### src/rtl/mem_port_arbiter.sv
// Two-to-one AXI-lite arbiter: instruction fetch (S0) and load/store (S1) share one memory port.
// Define ARB_RR_EN for round-robin tie breaking; otherwise S1 wins every tie.
module mem_port_arbiter #(
    parameter int AXI_AWIDTH = 4,
    parameter int AXI_DWIDTH = 32
) (
    input  logic                    i_clk,
    input  logic                    i_rst,
    input  logic [AXI_AWIDTH-1:0]   i_s0_araddr,
    input  logic                    i_s0_arvalid,
    output logic                    o_s0_arready,
    output logic [AXI_DWIDTH-1:0]   o_s0_rdata,
    output logic [1:0]              o_s0_rresp,
    output logic                    o_s0_rvalid,
    input  logic                    i_s0_rready,
    input  logic [AXI_AWIDTH-1:0]   i_s1_awaddr,
    input  logic                    i_s1_awvalid,
    output logic                    o_s1_awready,
    input  logic [AXI_DWIDTH-1:0]   i_s1_wdata,
    input  logic [AXI_DWIDTH/8-1:0] i_s1_wstrb,
    input  logic                    i_s1_wvalid,
    output logic                    o_s1_wready,
    output logic [1:0]              o_s1_bresp,
    output logic                    o_s1_bvalid,
    input  logic                    i_s1_bready,
    input  logic [AXI_AWIDTH-1:0]   i_s1_araddr,
    input  logic                    i_s1_arvalid,
    output logic                    o_s1_arready,
    output logic [AXI_DWIDTH-1:0]   o_s1_rdata,
    output logic [1:0]              o_s1_rresp,
    output logic                    o_s1_rvalid,
    input  logic                    i_s1_rready,
    output logic [AXI_AWIDTH-1:0]   o_m_awaddr,
    output logic                    o_m_awvalid,
    input  logic                    i_m_awready,
    output logic [AXI_DWIDTH-1:0]   o_m_wdata,
    output logic [AXI_DWIDTH/8-1:0] o_m_wstrb,
    output logic                    o_m_wvalid,
    input  logic                    i_m_wready,
    input  logic [1:0]              i_m_bresp,
    input  logic                    i_m_bvalid,
    output logic                    o_m_bready,
    output logic [AXI_AWIDTH-1:0]   o_m_araddr,
    output logic                    o_m_arvalid,
    input  logic                    i_m_arready,
    input  logic [AXI_DWIDTH-1:0]   i_m_rdata,
    input  logic [1:0]              i_m_rresp,
    input  logic                    i_m_rvalid,
    output logic                    o_m_rready
);

    typedef enum logic [2:0] {IDLE, RD_ADDR, RD_DATA, WR_REQ, WR_RESP} state_t;

    state_t                  r_state;
    state_t                  w_next_state;
    logic [AXI_AWIDTH-1:0]   r_addr;
    logic [AXI_DWIDTH-1:0]   r_wdata;
    logic [AXI_DWIDTH/8-1:0] r_wstrb;
    logic                    r_grant_s1;
    logic                    r_aw_done;
    logic                    r_w_done;
    logic                    w_s0_req;
    logic                    w_s1_wr;
    logic                    w_s1_req;
    logic                    w_pick_s1;

    assign w_s0_req = i_s0_arvalid;
    assign w_s1_wr  = i_s1_awvalid && i_s1_wvalid;
    assign w_s1_req = i_s1_arvalid || w_s1_wr;

`ifdef ARB_RR_EN
    logic r_last_s1;

    // On a tie the master that did not win last time is served.
    assign w_pick_s1 = w_s1_req && (!w_s0_req || !r_last_s1);

    always_ff @(posedge i_clk) begin
        if (i_rst) begin
            r_last_s1 <= 1'b1;
        end else if (r_state == IDLE && w_next_state != IDLE) begin
            r_last_s1 <= w_pick_s1;
        end
    end
`else
    assign w_pick_s1 = w_s1_req;
`endif

    assign o_m_araddr = r_addr;
    assign o_m_awaddr = r_addr;
    assign o_m_wdata  = r_wdata;
    assign o_m_wstrb  = r_wstrb;

    always_comb begin
        w_next_state = r_state;
        o_s0_arready = 1'b0;
        o_s1_arready = 1'b0;
        o_s1_awready = 1'b0;
        o_s1_wready  = 1'b0;
        o_s0_rvalid  = 1'b0;
        o_s1_rvalid  = 1'b0;
        o_s1_bvalid  = 1'b0;
        o_m_arvalid  = 1'b0;
        o_m_awvalid  = 1'b0;
        o_m_wvalid   = 1'b0;
        o_m_rready   = 1'b0;
        o_m_bready   = 1'b0;
        case (r_state)
            IDLE: begin
                // Grants are suppressed while reset is held so no ready escapes during reset.
                if (!i_rst && (w_s0_req || w_s1_req)) begin
                    if (w_pick_s1 && w_s1_wr) begin
                        o_s1_awready = 1'b1;
                        o_s1_wready  = 1'b1;
                        w_next_state = WR_REQ;
                    end else if (w_pick_s1) begin
                        o_s1_arready = 1'b1;
                        w_next_state = RD_ADDR;
                    end else begin
                        o_s0_arready = 1'b1;
                        w_next_state = RD_ADDR;
                    end
                end
            end
            RD_ADDR: begin
                o_m_arvalid = 1'b1;
                if (i_m_arready) w_next_state = RD_DATA;
            end
            RD_DATA: begin
                o_s0_rvalid = !r_grant_s1 && i_m_rvalid;
                o_s1_rvalid = r_grant_s1 && i_m_rvalid;
                o_m_rready  = r_grant_s1 ? i_s1_rready : i_s0_rready;
                if (i_m_rvalid && (r_grant_s1 ? i_s1_rready : i_s0_rready)) w_next_state = IDLE;
            end
            WR_REQ: begin
                o_m_awvalid = !r_aw_done;
                o_m_wvalid  = !r_w_done;
                if ((r_aw_done || i_m_awready) && (r_w_done || i_m_wready)) w_next_state = WR_RESP;
            end
            WR_RESP: begin
                o_s1_bvalid = i_m_bvalid;
                o_m_bready  = i_s1_bready;
                if (i_m_bvalid && i_s1_bready) w_next_state = IDLE;
            end
            default: w_next_state = IDLE;
        endcase
    end

    always_comb begin
        o_s0_rdata = '0;
        o_s0_rresp = '0;
        o_s1_rdata = '0;
        o_s1_rresp = '0;
        o_s1_bresp = '0;
        if (r_state == RD_DATA && !r_grant_s1) begin
            o_s0_rdata = i_m_rdata;
            o_s0_rresp = i_m_rresp;
        end
        if (r_state == RD_DATA && r_grant_s1) begin
            o_s1_rdata = i_m_rdata;
            o_s1_rresp = i_m_rresp;
        end
        if (r_state == WR_RESP) o_s1_bresp = i_m_bresp;
    end

    always_ff @(posedge i_clk) begin
        if (i_rst) begin
            r_state    <= IDLE;
            r_addr     <= '0;
            r_wdata    <= '0;
            r_wstrb    <= '0;
            r_grant_s1 <= 1'b0;
            r_aw_done  <= 1'b0;
            r_w_done   <= 1'b0;
        end else begin
            r_state <= w_next_state;
            if (r_state == IDLE && w_next_state != IDLE) begin
                r_grant_s1 <= w_pick_s1;
                if (w_pick_s1 && w_s1_wr) begin
                    r_addr  <= i_s1_awaddr;
                    r_wdata <= i_s1_wdata;
                    r_wstrb <= i_s1_wstrb;
                end else if (w_pick_s1) begin
                    r_addr <= i_s1_araddr;
                end else begin
                    r_addr <= i_s0_araddr;
                end
            end
            // Each write channel drops independently once its own handshake is done.
            if (r_state == WR_REQ) begin
                if (w_next_state == WR_RESP) begin
                    r_aw_done <= 1'b0;
                    r_w_done  <= 1'b0;
                end else begin
                    if (o_m_awvalid && i_m_awready) r_aw_done <= 1'b1;
                    if (o_m_wvalid && i_m_wready)   r_w_done  <= 1'b1;
                end
            end
        end
    end

endmodule

### config.mk
export PLATFORM = sky130hd
export DESIGN_NAME = mem_port_arbiter
export DESIGN_NICKNAME = d
export VERILOG_FILES = /design/src/rtl/mem_port_arbiter.sv
export SDC_FILE = /design/constraint.sdc
export NUM_CORES = 1
export LEC_CHECK = 0
export ABC_AREA = 1
export ABC_CLOCK_PERIOD_IN_PS = 1200
export BUFFER_PORTS_ARGS = -buffer_cell sky130_fd_sc_hd__buf_2
export CORE_ASPECT_RATIO = 1.1
export CORE_MARGIN = 2
export CORE_UTILIZATION = 36
export CTS_CLUSTER_DIAMETER = 100
export DETAILED_ROUTE_END_ITERATION = 7
export HOLD_SLACK_MARGIN = 0.15
export PLACE_DENSITY = 0.78
export SLEW_MARGIN = 20
export SYNTH_ARGS = -nofsm -noshare
export SYNTH_HDL_FRONTEND = slang
export SYNTH_SLANG_ARGS = --single-unit
### constraint.sdc
create_clock -name i_clk -period 1.2 [get_ports i_clk]
set_input_delay 0.24 -clock i_clk [delete_from_list [all_inputs] [get_ports i_clk]]
set_output_delay 0.24 -clock i_clk [all_outputs]
set_load 0.02 [all_outputs]
==> insert_results.sql <==
INSERT INTO impl_metrics (metric_group, metric, value, unit) VALUES
('drt', 'vias', '4125', ''),
('power', 'power_per_standard_cell_area', '819', 'mW/mm^2'),
('grt', 'globalRouteOverflowTotal', '0', ''),
('drt', 'drtIter0Drc', '187', ''),
('clocking', 'numClockSinks', '46', ''),
('floorplan', 'die_width', '88.2', 'microns'),
('run_status', 'failing_checks', 'negative setup slack', ''),
('floorplan', 'coreArea', '0.00751', 'sq mm'),
('run', 'drv_cap', '0', ''),
('timing', 'final_period_minus_worst_setup_slack', '1.74', 'ns'),
('synth', 'instance_count_of_the_mapped_netlist', '472', ''),
('timing', 'maxSlewViolCount', '0', ''),
('timing', 'clock_skew', '0.0149', 'ns'),
('grt', 'grt_antenna_before_repair', '0', ''),
('worst_setup_path', 'slowest_stage', 'sky130_fd_sc_hd__dfxtp_2', ''),
('cells_and_area', 'drive_above_1_share', '57.6', '%'),
('cells_and_area', 'number_of_filler_cells_placed_in_the_layout', '491', ''),
('clocking', 'htree_levels', '2', ''),
('placed_design', 'placedInstanceArea', '0.00459', 'sq mm'),
('timing', 'final_critical_path_setup_slack', '-0.542', 'ns'),
('cells_and_area', 'area.growth.synth_to_final', '112', '%'),
('timing', 'hold_violations', '0', ''),
('cells_and_area', 'finish.net_count', '837', ''),
('cells_and_area', 'multi_input_logic_area', '0.00194', 'sq mm'),
('floorplan', 'design.portCount', '224', ''),
('floorplan', 'rows', '33', ''),
('clocking', 'clkSlewWorstSetupHoldPaths', '0.10', 'ns'),
('synth', 'synthDistinctLibCells', '23', ''),
('clocking', 'tritoncts_clock_tree', 'built', ''),
('grt', 'grt_pass1_vias', '3882', ''),
('worst_setup_path', 'cp_common_cell', 'sky130_fd_sc_hd__nor2_4', ''),
('worst_setup_path', 'crit_fanout', '14', ''),
('timing', 'final_cycle_utilization_of_the_critical_path', '145', '%'),
('power', 'max-vdd-ir-drop', '0.000718', 'V'),
('clocking', 'clockRootBuffer', 'sky130_fd_sc_hd__clkbuf_8', ''),
('worst_setup_path', 'ordered_list_of_cells_on_the_worst_path', 'inv_2 -> nand2_4 -> nor2_4 -> nand2_2 -> clkbuf_16 -> nor2_4 -> buf_4', ''),
('grt', 'maximum_number_of_pins_on_one_net_before_global_route_repair', '39', ''),
('placed_design', 'port_buffers', '223', ''),
('worst_setup_path', 'worst_setup_path_end_kind', 'output pin', ''),
('run_status', 'run_status', 'finished with violations', ''),
('drt', 'remaining_routing_drc_violations', '0', ''),
('timing', 'grt_setup_unrepaired', 'yes', ''),
('drt', 'detail_route.first_pass.iterations', '5', ''),
('timing', 'hold_slack', '0.239', 'ns'),
('clocking', 'cts_bufs_inserted', '5', ''),
('synth', 'mappedNetlistNets', '570', ''),
('timing', 'timing.fmax', '574', 'MHz'),
('worst_hold_path', 'hp-class', 'input pin to flip-flop', ''),
('synth', 'syn-cell-area', '0.00281', 'sq mm'),
('floorplan', 'die_area', '0.00852', 'sq mm'),
('cells_and_area', 'antenna_cell_count', '0', ''),
('worst_setup_path', 'worstSetupStartpointType', 'flip-flop', ''),
('timing', 'timing.final.setup_violations', '128', ''),
('floorplan', 'die-height', '96.6', 'microns'),
('synth', 'synth-seq-area-share', '32.8', '%'),
('cells_and_area', 'seq_area', '926', 'sq um'),
('grt', 'grt_first_pass_wirelength', '19.4', 'mm'),
('drt', 'aggregate_routed_wire_length', '14.3', 'mm'),
('placed_design', 'detailed_place_hpwl', '8.47', 'mm'),
('placed_design', 'place.gp.congestion', '0.763', ''),
('cells_and_area', 'layout.cell_area.non_filler', '0.00594', 'sq mm'),
('drt', 'post_drt_wl_per_cell', '16.9', 'microns'),
('worst_setup_path', 'worstPathArrival', '1.50', 'ns'),
('floorplan', 'starting_density_of_the_core', '37.4', '%'),
('synth', 'synth.ff_latch_count', '46', ''),
('drt', 'drt.antenna.violating_nets', '0', ''),
('timing', 'actual_slew_at_the_worst_max_slew_pin', '0.421', 'ns'),
('clocking', 'worstSkewPairLatency', '0.31', 'ns'),
('synth', 'synthesis.yosys.warnings', '0', ''),
('grt', 'gr-usage-all-layers', '29.2', '%'),
('worst_setup_path', 'worst_path_largest_cell_delay', '0.34', 'ns'),
('worst_setup_path', 'critical_path_required', '0.96', 'ns'),
('synth', 'synthesis.area_per_instance', '5.95', 'sq um'),
('power', 'power_leakage', '3.14', 'nW'),
('clocking', 'cts_buffer_depth', '2', ''),
('power', 'total_power_draw', '0.00486', 'W'),
('worst_setup_path', 'timing_worst_setup_path_type', 'flip-flop to output pin', ''),
('drt', 'vias_per_cell', '4.88', ''),
('timing', 'worst_max_slew_margin_expressed_relative_to_the_limit', '72.0', '%');
==> registers in the layout, indices dropped and copies added (netlist names) <==
register	count
r_aw_done	1
o_m_wdata	32
r_w_done	1
o_m_araddr	4
o_m_wstrb	4
r_state	3
r_grant_s1	1
==> Yosys cell counts (all sizes together) <==
library cell  count  area (sq um)
nand3             6          35.0
nor2            175           708
nand3b            1          7.51
clkbuf            2          7.51
nand2            68           265
nand4            36           225
buf              29           209
or2               2          12.5
dfxtp            46           921
o21ai             8          40.0
a21oi             1          5.00
and3              1          6.26
nor3              1          5.00
inv              96           360
==> layout make-up <==
class,instances,area share (%)
Tap cell,105,2.21
Clock buffer,5,1.16
Clock inverter,3,0.316
Sequential cell,46,15.6
Timing Repair Buffer,291,42.0
Multi-Input combinational cell,299,32.6
Inverter,96,6.11
==> critical path, delay by kind of cell (launching register included) <==
family	cells	cell delay (ns)
buffers and inverters	3	0.45
flip-flops	1	0.34
AND/OR/NAND/NOR	4	0.40
==> placed cells by master, fill, tap and decap left out, types with 6 or more instances in the layout <==
cell type                 instances
sky130_fd_sc_hd__buf_6           86
sky130_fd_sc_hd__inv_1           92
sky130_fd_sc_hd__nor2_2          36
sky130_fd_sc_hd__nand2_1         59
sky130_fd_sc_hd__nand4_1         36
sky130_fd_sc_hd__buf_4           38
sky130_fd_sc_hd__buf_2          144
sky130_fd_sc_hd__o21ai_0          7
sky130_fd_sc_hd__nor2_1          72
sky130_fd_sc_hd__nor2_4          66
sky130_fd_sc_hd__buf_12          10
sky130_fd_sc_hd__dfxtp_1         42
sky130_fd_sc_hd__buf_16           6
==> where the power goes <==
part / internal (W) / switching, W / total (W) / leakage [nW]
Clock: 0.000412 / 0.000588 / 0.00100 / 0.0483
Sequential: 0.00162 / 0.0000697 / 0.00169 / 0.377
Combinational: 0.00101 / 0.00117 / 0.00217 / 2.72
Total: 0.00304 / 0.00183 / 0.00486 / 3.14
==> what timing repair did <==
| item | CTS | global route |
|---|---|---|
| hold buffers | 0 | 0 |
| gates cloned | 9 | 5 |
| setup buffers | 18 | 16 |
| gates resized for setup | 171 | 70 |
| setup endpoints to repair | 125 | 128 |
| pin swaps | 17 | 35 |
==> per-stage QoR <==
| stage | cells | util, % | setup slack (ns) | TNS [ns] |
|---|---|---|---|---|
| after floorplan | 472 | - | -0.203 | -10.80 |
| after global placement | 798 | 61.1 | -0.240 | -20.78 |
| after detailed placement | 798 | 61.1 | -0.279 | -24.32 |
| after CTS | 832 | 74.4 | -0.522 | -53.49 |
| after global routing | 845 | 79.1 | -0.617 | -66.35 |
| final | 845 | 79.1 | -0.542 | -57.34 |
==> per-layer routing <==
layer  vias to the layer above  track usage (%)  wire (microns)  share of wire, %
met5                         -                0               0                 0
met4                         0             13.9             728               5.1
met3                        61             6.31            1310               9.2
met2                       265             51.8            7340                51
met1                      1870             32.0            4910                34
li1                       1929                -               -                 -
==> final timing paths <==
| check | to | from | cells past startpoint | slack, ns |
|---|---|---|---|---|
| max reg2reg | o_m_wdata[8]$_SDFFE_PP0P_ | r_state[1]$_SDFF_PP0_ | 11 | -0.51 |
| max | o_s1_rdata[20] | r_state[2]$_SDFF_PP0_ | 7 | -0.54 |
| min reg2reg | o_m_wdata[7]$_SDFFE_PP0P_ | o_m_wdata[7]$_SDFFE_PP0P_ | 2 | 0.47 |
| min | o_m_araddr[3]$_SDFFE_PP0P_ | i_s0_araddr[3] | 5 | 0.24 |
==> cells by family (layout without fill, tap and decap cells) <==
group | after synthesis | in the layout | share of synthesized area (%)
AND/OR/NAND/NOR | 290 | 290 | 45.1
buffers and inverters | 127 | 395 | 20.5
flip-flops | 46 | 46 | 32.8
AO/OA/AOI/OAI | 9 | 9 | 1.60
(Power assumes the default switching activity.)
